**src/rtl/sync_pkg.sv**
```systemverilog
// Shared constants and helpers for the sync_filter block.
// Provides clog2 (minimum result 1), the minimum legal STAGES/FILTER values
// and a parameter-range check used at elaboration by the top level.
package sync_pkg;

  localparam int unsigned SYNC_MIN_STAGES = 2;
  localparam int unsigned SYNC_MIN_FILTER = 1;

  // Ceiling log2; never returns less than 1 so counters keep at least one bit.
  function automatic int unsigned clog2(input int unsigned v);
    int unsigned r;
    r = 0;
    while ((32'd1 << r) < v) r++;
    return (r == 0) ? 1 : r;
  endfunction

  // True when the channel count, chain depth and filter length are legal.
  function automatic bit params_ok(input int unsigned width,
                                   input int unsigned stages,
                                   input int unsigned filter);
    return (width >= 1) && (stages >= SYNC_MIN_STAGES) && (filter >= SYNC_MIN_FILTER);
  endfunction

endpackage

```
**src/rtl/sync_filter_if.sv**
```systemverilog
// Boundary bundle for sync_filter.
//   async_in : raw asynchronous inputs
//   sync_out : filtered, synchronised levels
//   rise     : one-clock pulse per bit on a 0->1 change of sync_out
//   fall     : one-clock pulse per bit on a 1->0 change of sync_out
// master drives async_in (the pad side); slave is the filter.
interface sync_filter_if #(
  parameter int unsigned WIDTH = 8
);
  logic [WIDTH-1:0] async_in;
  logic [WIDTH-1:0] sync_out;
  logic [WIDTH-1:0] rise;
  logic [WIDTH-1:0] fall;

  modport master (output async_in, input sync_out, input rise, input fall);
  modport slave  (input async_in, output sync_out, output rise, output fall);
endinterface

```
**src/rtl/sync_filter_chan.sv**
```systemverilog
// One channel of sync_filter: STAGES-deep synchroniser chain followed by a
// stability filter that accepts a new level only after it has persisted for
// FILTER consecutive clocks, with registered rise/fall pulses.
//   clk, rst (sync, active low), din (async input),
//   sync_out / rise / fall (registered outputs).
module sync_filter_chan
  import sync_pkg::*;
#(
  parameter int unsigned STAGES = 2,
  parameter int unsigned FILTER = 4
) (
  input  logic clk,
  input  logic rst,
  input  logic din,
  output logic sync_out,
  output logic rise,
  output logic fall
);

  localparam int unsigned CW = clog2(FILTER);
  localparam logic [CW-1:0] CNT_LAST = CW'(FILTER - 1);

  logic [STAGES-1:0] stage_q, stage_d;
  logic [CW-1:0]     cnt_q, cnt_d;
  logic              out_q, out_d;
  logic              rise_q, rise_d;
  logic              fall_q, fall_d;
  logic              s;

  assign s = stage_q[STAGES-1];

  // Next state: shift the chain, then count how long s has disagreed with out.
  always_comb begin
    stage_d = {stage_q[STAGES-2:0], din};
    cnt_d   = cnt_q;
    out_d   = out_q;
    rise_d  = 1'b0;
    fall_d  = 1'b0;
    if (s == out_q) begin
      cnt_d = '0;
    end else if (cnt_q == CNT_LAST) begin
      out_d  = s;
      cnt_d  = '0;
      rise_d = s;
      fall_d = ~s;
    end else begin
      cnt_d = cnt_q + CW'(1);
    end
  end

  always_ff @(posedge clk) begin
    if (!rst) begin
      stage_q <= '0;
      cnt_q   <= '0;
      out_q   <= 1'b0;
      rise_q  <= 1'b0;
      fall_q  <= 1'b0;
    end else begin
      stage_q <= stage_d;
      cnt_q   <= cnt_d;
      out_q   <= out_d;
      rise_q  <= rise_d;
      fall_q  <= fall_d;
    end
  end

  assign sync_out = out_q;
  assign rise     = rise_q;
  assign fall     = fall_q;

endmodule

```
**src/rtl/sync_filter.sv**
```systemverilog
// Multi-channel input synchroniser with glitch filter and edge detection.
//   clk      : clock
//   rst      : synchronous active-low reset
//   bus      : sync_filter_if.slave (async_in in; sync_out, rise, fall out)
// Default build: WIDTH independent per-bit filters (sync_filter_chan).
// With SYNC_FILTER_WORD_EN defined: word-coherent mode, one shared counter
// that restarts whenever any synchronised bit moves, so the whole word is
// accepted in a single clock.
module sync_filter
  import sync_pkg::*;
#(
  parameter int unsigned WIDTH  = 8,
  parameter int unsigned STAGES = 2,
  parameter int unsigned FILTER = 4
) (
  input logic          clk,
  input logic          rst,
  sync_filter_if.slave bus
);

  if (!params_ok(WIDTH, STAGES, FILTER)) begin : g_bad_params
    $error("sync_filter: WIDTH>=1, STAGES>=2, FILTER>=1 required");
  end

`ifdef SYNC_FILTER_WORD_EN

  localparam int unsigned CW = clog2(FILTER);
  localparam logic [CW-1:0] CNT_LAST = CW'(FILTER - 1);

  logic [WIDTH-1:0] s;
  logic [WIDTH-1:0] s_prev_q, s_prev_d;
  logic [WIDTH-1:0] out_q, out_d;
  logic [WIDTH-1:0] rise_q, rise_d;
  logic [WIDTH-1:0] fall_q, fall_d;
  logic [CW-1:0]    cnt_q, cnt_d;

  // Per-bit synchroniser chains.
  for (genvar gi = 0; gi < WIDTH; gi++) begin : g_chain
    logic [STAGES-1:0] chain_q, chain_d;
    always_comb chain_d = {chain_q[STAGES-2:0], bus.async_in[gi]};
    always_ff @(posedge clk) begin
      if (!rst) chain_q <= '0;
      else      chain_q <= chain_d;
    end
    assign s[gi] = chain_q[STAGES-1];
  end

  // Shared filter: count only while the word is both stable and different.
  always_comb begin
    s_prev_d = s;
    cnt_d    = cnt_q;
    out_d    = out_q;
    rise_d   = '0;
    fall_d   = '0;
    if (s != s_prev_q) begin
      cnt_d = '0;
    end else if (s != out_q) begin
      if (cnt_q == CNT_LAST) begin
        out_d  = s;
        cnt_d  = '0;
        rise_d = s & ~out_q;
        fall_d = ~s & out_q;
      end else begin
        cnt_d = cnt_q + CW'(1);
      end
    end else begin
      cnt_d = '0;
    end
  end

  always_ff @(posedge clk) begin
    if (!rst) begin
      s_prev_q <= '0;
      cnt_q    <= '0;
      out_q    <= '0;
      rise_q   <= '0;
      fall_q   <= '0;
    end else begin
      s_prev_q <= s_prev_d;
      cnt_q    <= cnt_d;
      out_q    <= out_d;
      rise_q   <= rise_d;
      fall_q   <= fall_d;
    end
  end

  assign bus.sync_out = out_q;
  assign bus.rise     = rise_q;
  assign bus.fall     = fall_q;

`else

  logic [WIDTH-1:0] out_w, rise_w, fall_w;

  for (genvar gi = 0; gi < WIDTH; gi++) begin : g_chan
    sync_filter_chan #(
      .STAGES (STAGES),
      .FILTER (FILTER)
    ) u_chan (
      .clk      (clk),
      .rst      (rst),
      .din      (bus.async_in[gi]),
      .sync_out (out_w[gi]),
      .rise     (rise_w[gi]),
      .fall     (fall_w[gi])
    );
  end

  assign bus.sync_out = out_w;
  assign bus.rise     = rise_w;
  assign bus.fall     = fall_w;

`endif

endmodule

```
**src/flat_wrapper.sv**
```systemverilog
// flat-port wrapper written by rule: the top's interface ports become plain ports
module sync_filter_flat import sync_pkg::*;
#(
  parameter int unsigned WIDTH  = 8,
  parameter int unsigned STAGES = 2,
  parameter int unsigned FILTER = 4
)
  (clk, rst, bus_async_in, bus_sync_out, bus_rise, bus_fall);
  sync_filter_if #(.WIDTH(WIDTH)) bus_i ();
  input logic clk;
  input logic rst;
  input wire logic [$bits(bus_i.async_in)-1:0] bus_async_in;
  output wire logic [$bits(bus_i.sync_out)-1:0] bus_sync_out;
  output wire logic [$bits(bus_i.rise)-1:0] bus_rise;
  output wire logic [$bits(bus_i.fall)-1:0] bus_fall;
  assign bus_i.async_in = bus_async_in;
  assign bus_sync_out = bus_i.sync_out;
  assign bus_rise = bus_i.rise;
  assign bus_fall = bus_i.fall;
  sync_filter #(.WIDTH(WIDTH), .STAGES(STAGES), .FILTER(FILTER)) u_core (.clk(clk), .rst(rst), .bus(bus_i));
endmodule
```
**config.mk**
```make
export PLATFORM = sky130hd
export DESIGN_NAME = sync_filter_flat
export DESIGN_NICKNAME = d
export VERILOG_FILES = /design/src/rtl/sync_pkg.sv /design/src/rtl/sync_filter_if.sv /design/src/rtl/sync_filter_chan.sv /design/src/rtl/sync_filter.sv /design/src/flat_wrapper.sv
export SDC_FILE = /design/constraint.sdc
export NUM_CORES = 1
export LEC_CHECK = 0
export ABC_AREA = 1
export BUFFER_PORTS_ARGS = -buffer_cell sky130_fd_sc_hd__buf_4
export CAP_MARGIN = 20
export CORE_MARGIN = 4
export CORE_UTILIZATION = 52
export CTS_BUF_LIST = sky130_fd_sc_hd__clkbuf_8
export DETAILED_ROUTE_END_ITERATION = 16
export PLACE_DENSITY = 0.78
export SLEW_MARGIN = 10
export SYNTH_ARGS = -nofsm -noshare
export SYNTH_HDL_FRONTEND = slang
export SYNTH_SLANG_ARGS = --single-unit
```
**constraint.sdc**
```tcl
create_clock -name clk -period 1.06 [get_ports clk]
set_clock_uncertainty 0.2 [all_clocks]
set_input_delay 0.159 -clock clk [delete_from_list [all_inputs] [get_ports clk]]
set_output_delay 0.159 -clock clk [all_outputs]
set_load 0.02 [all_outputs]
```
==> results.cfg, run 1 <==
[outcome]
status = finished, violations left
violations = setup timing

[placement]
io_buffers = 33
placed_area_sq_um = 2170
place_congestion = 0.725
dp_hpwl_um = 1860

[layout]
syn2layout_area_growth_pct = 34.7
fillers = 261
layout-drive-gt1-share_pct = 45.2
multiInputGateArea_sq_um = 642
stdcell_area_sq_um = 2720
finalNetCount = 287
area.sequential_sq_um = 1170
insertedDiodeCount = 0

[clock_network]
cts_buffers = 5
cts_root_buf = clkbuf_8
clk_transition_reported_paths_ns = 0.09
clock_latency_ns = 0.30
cts_tree = yes
htreeDepth = 2
clock_path_buffers = 2
cts_num_sinks = 56

[route]
finalWirelength_um = 3370
wl_met2_um = 1820
drtIter0Drc = 61
drt-vias-per-instance = 4.49
wire_per_inst_um = 10.6
dr_wl_met3_um = 146
dr.pass1.iters = 4
via_count = 1427
detail-route-antenna-nets = 0
met1_length_um = 1370
post-route-drc-count = 0
top_layer_used = met4

[global_route]
grt_antenna_before_repair = 0
grt.overflow.total = 0
first_global_vias = 1305
grt_max_degree = 21
grt_usage_pct = 13.3
grt_pass1_wl_um = 5280

[flow_run]
max_cap_viol_count = 0

[floorplan]
start_util_pct = 54.4
core_region_area_sq_um = 3720
design.die.area_sq_um = 4950
fp-row-count = 22
ios = 34
chipHeight_um = 70.4
die_w_um = 70.4

[critical_path]
crit_fanout = 2
endpoint = bus_sync_out[3]
critPathKind = reg -> out
worst-path-buf-inv = 1
arrival_ns = 0.77
crit_cells = 1
r2r_slack_ns = -0.02
crit_slowest_cell = dfxtp_2
timing.rr.start = u_core.g_chan[5].u_chan.cnt_q[0]
reg2reg_to = u_core.g_chan[5].u_chan.cnt_q[0]
cp-end-kind = output port
path_cells = buf_6
crit_required_ns = 0.70
slowest_delay_ns = 0.36
startpoint = u_core.g_chan[3].u_chan.sync_out
crit_family = flip-flops
reg2reg_depth = 4
startpoint_type = flip-flop

[sta]
fmax_mhz = 882
hold_ws_ns = 0.0369
hold_viol = 0
fin_crit_ns = 1.13
worst_slack_ns = -0.0733
slew-limit-headroom_pct = 89.1
setup_viol = 28
period_share_pct = 107
slew_viol_final = 0
rsz0062_at_grt = true
tightest_slew_ns = 0.163

[pwr]
power_per_cell_area_nw_per_um2 = 1350
ir_drop_mv = 0.866
sequentialPowerShare_pct = 58.9
p_int_mw = 2.93
p_sw_share_pct = 20.4
clkPwrFrac_pct = 36.8
p_sw_mw = 0.751
p_leak_nw = 1.22
comb_power_share_pct = 4.3

[logic_synthesis]
synth_nets = 254
syn-cell-area_sq_um = 2020
yosysSeqAreaShare_pct = 55.4
ys_warn_count = 0
yosysUniqueCellTypes = 11
syn_area_per_cell_sq_um = 8.57
yosys_register_bits = 56
syn_inst = 236

[worst_hold_path]
hold_path_class = in -> reg
[state kept, by name (all words and copies together), names as in the netlist]
register,cells
u_core.g_chan.u_chan.cnt_q,16
u_core.g_chan.u_chan.fall,8
u_core.g_chan.u_chan.rise,8
u_core.g_chan.u_chan.stage_q,16
u_core.g_chan.u_chan.sync_out,8
[synth_stat cells, drive strengths merged]
library cell / instances / area, sq um
a21oi: 8 / 40.0
buf: 28 / 200
dfxtp: 56 / 1120
ha: 8 / 100
inv: 48 / 180
nand2: 40 / 150
nand4: 8 / 50.1
nor2: 16 / 60.1
nor3: 16 / 80.1
o21ai: 8 / 40.0
[cells in the final DEF, fill, tap and decap left out]
master and n:
dfxtp_1 17, clkinvlp_4 1, nor3_1 16, inv_2 10, buf_6 26, clkinv_2 1, buf_12 2, a21oi_1 6
buf_4 18, o21ai_2 3, dlygate4sd3_1 8, nand4_1 8, nand2_2 1, o21ai_1 5, inv_4 5, inv_1 33
a21oi_2 2, clkbuf_8 5, nor2_1 16, ha_4 8, dfxtp_2 39, bufinv_16 1, nand2_1 39
[layer usage]
layer	track usage, %	vias up
met5	0	-
li1	-	759
met3	4.89	4
met4	4.47	0
met2	24.2	24
met1	13.9	640
[cell families after synthesis]
| logic type | count (synthesis) | share of synthesized area (%) |
|---|---|---|
| AOI/OAI and AO/OA | 16 | 3.96 |
| buffers and inverters | 76 | 18.8 |
| adders and majority gates | 8 | 4.95 |
| DFF | 56 | 55.4 |
| and+or+nand+nor | 80 | 16.8 |
[cell type report]
type	count	area share [%]
sequential	56	42.9
clock buffer	5	2.53
inverter	48	7.07
clock inverter	3	1.56
tap	48	2.20
timing repair buffer	54	20.1
multi-input combinational	104	23.6
[power groups by stage]
| stage | logic (mW) | registers, mW | clock network [mW] |
|---|---|---|---|
| 2_1_floorplan | 0.0693 | 2.20 | 0 |
| 3_3_place_gp | 0.118 | 2.21 | 0 |
| 3_5_place_dp | 0.121 | 2.21 | 0 |
| 4_1_cts | 0.147 | 2.16 | 1.39 |
| 5_1_grt | 0.180 | 2.17 | 1.48 |
| 6_report | 0.157 | 2.17 | 1.35 |
[worst min-delay path by stage]
stage                     from  cells after the start  slack, ns                            endpoint
2_1_floorplan  bus_async_in[0]                      2       0.06  u_core.g_chan[0].u_chan.stage_q[0]
3_3_place_gp   bus_async_in[6]                      3       0.14  u_core.g_chan[6].u_chan.stage_q[0]
3_5_place_dp   bus_async_in[0]                      3       0.14  u_core.g_chan[0].u_chan.stage_q[0]
4_1_cts                    rst                      4       0.02  u_core.g_chan[0].u_chan.stage_q[0]
5_1_grt                    rst                      4       0.04  u_core.g_chan[7].u_chan.stage_q[1]
6_report                   rst                      4       0.04  u_core.g_chan[2].u_chan.stage_q[0]
[stage by stage]
step                total power, mW  std cells  util [%]  setup slack [ns]  setup TNS (ns)
finish                         3.68        318      73.3           -0.0733           -1.18
global route                   3.83        318      73.3            -0.116           -2.77
detailed placement             2.33        291      58.4           -0.0276          -0.167
CTS                            3.70        315      69.5           -0.0695           -1.42
global placement               2.33        291      58.4          0.000765               0
floorplan                      2.27        236         -            0.0541               0
[worst register-to-register path, stage by stage, from the launching register on]
cell,delay (ns)
dfxtp_2,0.35
ha_4,0.16
inv_2,0.07
nand4_1,0.13
nor2_1,0.12
[what timing repair did]
action	4_1_cts	5_1_grt
hold buffers	8	0
setup buffers	8	3
gates resized for setup	79	36
pin swaps	13	25
setup endpoints to repair	45	49
hold endpoints to repair	8	0
Note: power is estimated with default switching activity, not from simulation.
==> inputs of run 2 (changes only) <==
- CORE_ASPECT_RATIO: not set -> 0.8
- MAX_ROUTING_LAYER: not set -> met4
==> results.cfg, run 2 (synthesized netlist as in run 1, its figures left out) <==
[sta]
slew_viol_final = 0
fin_crit_ns = 1.13
period_share_pct = 106
rsz0062_at_grt = true
setup_viol = 29
tightest_slew_ns = 0.200
fmax_mhz = 888
tns_ns = -1.31
worst_slack_ns = -0.0657
hold_viol = 0
slew-limit-headroom_pct = 86.5

[clock_network]
cts_num_sinks = 56
cts_tree = yes
clock_latency_ns = 0.30
cts_root_buf = clkbuf_8
clk_transition_reported_paths_ns = 0.08
cts_buffers = 5
htreeDepth = 2
clock_path_buffers = 2

[layout]
syn2layout_area_growth_pct = 35.7
layout-drive-gt1-share_pct = 46.3
insertedDiodeCount = 0
final_cell_mix = nand2_1, dfxtp_2, inv_1
finish.utilization_pct = 76.4
top_regs = u_core.g_chan.u_chan.cnt_q (16), u_core.g_chan.u_chan.stage_q (16)
fin_cells = 322
finalNetCount = 287
stdcell_area_sq_um = 2740

[placement]
place_congestion = 0.771
placed_area_sq_um = 2170
dp_worst_setup_slack_ns = -0.0245
io_buffers = 33
dp_hpwl_um = 1900
dp_cells = 295

[outcome]
violations = setup timing
status = finished, violations left

[floorplan]
ios = 34
chipHeight_um = 63.8
design.die.area_sq_um = 4960
core_region_area_sq_um = 3590
start_util_pct = 56.3
die_w_um = 77.7
fp-row-count = 19

[pwr]
p_sw_mw = 0.707
ir_drop_mv = 0.855
comb_power_share_pct = 4.6
clkPwrFrac_pct = 32.5
power_per_cell_area_nw_per_um2 = 1260
sequentialPowerShare_pct = 62.9
p_int_mw = 2.74
p_leak_nw = 1.23
p_sw_share_pct = 20.5

[flow_run]
max_cap_viol_count = 0

[critical_path]
worst-path-buf-inv = 1
crit_required_ns = 0.70
path_cells = buf_6
slowest_delay_ns = 0.35
startpoint_type = flip-flop
cp-end-kind = output port
critPathKind = reg -> out
crit_slowest_cell = dfxtp_2
arrival_ns = 0.77
crit_family = flip-flops
crit_fanout = 2

[route]
detail-route-antenna-nets = 0
drt-vias-per-instance = 4.56
drtIter0Drc = 36
dr.pass1.iters = 4
wire_per_inst_um = 10.5
via_count = 1469
finalWirelength_um = 3390
post-route-drc-count = 0

[global_route]
grt_max_degree = 23
grt_antenna_before_repair = 0
grt_usage_pct = 14.6
grt.overflow.total = 0
first_global_vias = 1338
grt_pass1_wl_um = 5510

[worst_hold_path]
hold_path_class = in -> reg
-- run 2: cell count changes in the layout (fill, tap and decap cells not counted), sizes merged --
cell,delta
inv,+2
bufinv,-1
clkbuf,+1
clkinv,-1
clkinvlp,-1
-- run 2: path summary, 6_finish.rpt --
path | from | endpoint | slack [ns] | cells past startpoint
hold / removal | rst | u_core.g_chan[6].u_chan.stage_q[0] | 0.03 | 4
hold reg to reg | u_core.g_chan[0].u_chan.stage_q[0] | u_core.g_chan[0].u_chan.stage_q[1] | 0.21 | 2
setup reg to reg | u_core.g_chan[6].u_chan.cnt_q[0] | u_core.g_chan[6].u_chan.sync_out | -0.05 | 4
setup / recovery | u_core.g_chan[1].u_chan.sync_out | bus_sync_out[1] | -0.07 | 1
-- run 2: layout make-up --
type                            instances  area, sq um
Tap cell                               52         65.1
Multi-Input combinational cell        104          668
Sequential cell                        56         1170
Clock inverter                          2         7.51
Clock buffer                            6         82.6
Inverter                               48          195
Timing Repair Buffer                   54          556
Fill cell                             225          846
-- run 2: layer usage --
metal / wire, um / GRT usage (%) / share of wire, % / vias up
li1: - / - / - / 765
met1: 1440 / 15.3 / 42 / 659
met2: 1730 / 24.7 / 51 / 34
met3: 153 / 6.04 / 4.5 / 11
met4: 70 / 5.78 / 2.1 / 0
met5: 0 / - / 0 / -
-- run 2: what timing repair did --
action                                  4_1_cts  5_1_grt
endpoints found under the setup margin       47       58
setup buffers                                10        1
hold endpoints to repair                      8        0
resized for setup                            77       44
pin swaps                                     9       18
hold buffers                                  8        0
-- run 2: power by group through the flow --
stage	Combinational, mW	Clock (mW)	Sequential, mW
global placement	0.118	0	2.21
detailed placement	0.122	0	2.21
CTS	0.148	1.16	2.16
finish	0.159	1.12	2.17
global route	0.182	1.25	2.17
floorplan	0.0693	0	2.20
-- run 2: stage by stage --
step / power, mW / hold WS [ns]
detailed placement: 2.33 / 0.144
CTS: 3.47 / 0.0144
global route: 3.61 / 0.0301
finish: 3.45 / 0.0289
global placement: 2.33 / 0.141
floorplan: 2.27 / 0.0566
==> inputs of run 3 (changes only) <==
- CTS_CLUSTER_DIAMETER: not set -> 150
- SETUP_SLACK_MARGIN: not set -> 0.3
==> results.cfg, run 3 (synthesized netlist as in run 1, its figures left out) <==
[pwr]
power_per_cell_area_nw_per_um2 = 1150
ir_drop_mv = 0.900
p_leak_nw = 1.31

[layout]
finish.utilization_pct = 81.7
finalNetCount = 287
syn2layout_area_growth_pct = 45.0
layout-drive-gt1-share_pct = 64.3
fillers = 202
mostFrequentLayoutCell = dfxtp_2
final_cell_mix = dfxtp_2, buf_6, inv_1
stdcell_area_sq_um = 2930
insertedDiodeCount = 0
top_regs = u_core.g_chan.u_chan.cnt_q (16), u_core.g_chan.u_chan.stage_q (16)

[critical_path]
crit_fanout = 2
cp-end-kind = output port
critPathKind = reg -> out
arrival_ns = 0.77
r2r_slack_ns = -0.03
worst-path-buf-inv = 1
crit_slowest_cell = dfxtp_2
slowest_delay_ns = 0.36
crit_family = flip-flops
path_cells = buf_6
startpoint_type = flip-flop
crit_required_ns = 0.70

[sta]
setup_viol = 29
rsz0062_at_grt = true
slew_viol_final = 0
fmax_mhz = 882
worst_slack_ns = -0.0737
hold_viol = 8
slew-limit-headroom_pct = 89.8
hold_ws_ns = -0.162
period_share_pct = 107
tightest_slew_ns = 0.152
fin_crit_ns = 1.13

[clock_network]
htreeDepth = 2
clk_transition_reported_paths_ns = 0.09
cts_tree = yes
cts_buffers = 5
cts_num_sinks = 56
clock_latency_ns = 0.30
cts_root_buf = clkbuf_8
clock_path_buffers = 2

[floorplan]
design.die.area_sq_um = 4960
ios = 34
fp-row-count = 19
die_w_um = 77.7
chipHeight_um = 63.8
core_region_area_sq_um = 3590
start_util_pct = 56.3

[global_route]
grt_max_degree = 21
grt_antenna_before_repair = 0
first_global_vias = 1331
grt_usage_pct = 14.4
grt_pass1_wl_um = 5460
grt.overflow.total = 0

[outcome]
violations = hold timing, setup timing
status = finished, violations left

[route]
post-route-drc-count = 0
via_count = 1449
wire_per_inst_um = 11.4
dr.pass1.iters = 6
drtIter0Drc = 64
detail-route-antenna-nets = 0
drt-vias-per-instance = 4.51
finalWirelength_um = 3670

[placement]
io_buffers = 33
placed_area_sq_um = 2300
place_congestion = 0.761
dp_hpwl_um = 1900

[worst_hold_path]
hold_path_class = in -> reg

[flow_run]
max_cap_viol_count = 0
-- run 3: cell types whose count changed in the layout (fill, tap and decap cells not counted), moves of 6 or more --
cell	delta
nor3_1	-13
nand2_1	-13
inv_4	+9
nor3_2	+12
nand2_4	+7
dfxtp_1	-8
dfxtp_2	+8
buf_6	+9
inv_2	-7
dlygate4sd3_1	-8
nand2_2	+6
-- run 3: timing repair --
action	4_1_cts	5_1_grt
pin swaps	24	18
endpoints found under the hold margin	8	8
gates resized for setup	82	51
endpoints found under the setup margin	64	64
setup buffers	9	10
-- run 3: cell type report --
cell class	count	area (sq um)	area share, %
Tap cell	52	65.1	2.22
Clock inverter	2	8.76	0.299
Inverter	48	218	7.43
Sequential cell	56	1180	40.2
Clock buffer	5	68.8	2.35
Timing Repair Buffer	54	569	19.4
Multi-Input combinational cell	104	822	28.0
-- run 3: report_power, final --
group	switching (mW)	internal [mW]	leakage (nW)
registers	0.0288	2.14	0.478
logic	0.0826	0.0710	0.788
clock network	0.604	0.441	0.0452
-- run 3: layer usage --
metal  track usage [%]  wire, um  vias to the layer above
met3              4.49       124                        5
li1                  -         -                      763
met2              24.1      1940                       25
met1              15.4      1550                      656
met5                 -         0                        -
met4              6.89        51                        0
-- run 3: stage by stage --
step | cells | power (mW) | setup TNS, ns | setup slack, ns
after floorplan | 236 | 2.28 | 0 | 0.107
after global placement | 295 | 2.34 | 0 | 0.0451
after detailed placement | 295 | 2.34 | 0 | 0.0390
after CTS | 311 | 3.39 | -1.37 | -0.0778
after global routing | 321 | 3.53 | -3.05 | -0.113
final | 321 | 3.37 | -1.27 | -0.0737
-- run 3: worst paths after layout --
check / endpoint / from / cells after the start
hold / removal: u_core.g_chan[2].u_chan.stage_q[0] / bus_async_in[2] / 3
hold reg to reg: u_core.g_chan[5].u_chan.stage_q[1] / u_core.g_chan[5].u_chan.stage_q[0] / 2
setup / recovery: bus_sync_out[6] / u_core.g_chan[6].u_chan.sync_out / 1
setup reg to reg: u_core.g_chan[7].u_chan.cnt_q[0] / u_core.g_chan[7].u_chan.cnt_q[0] / 4
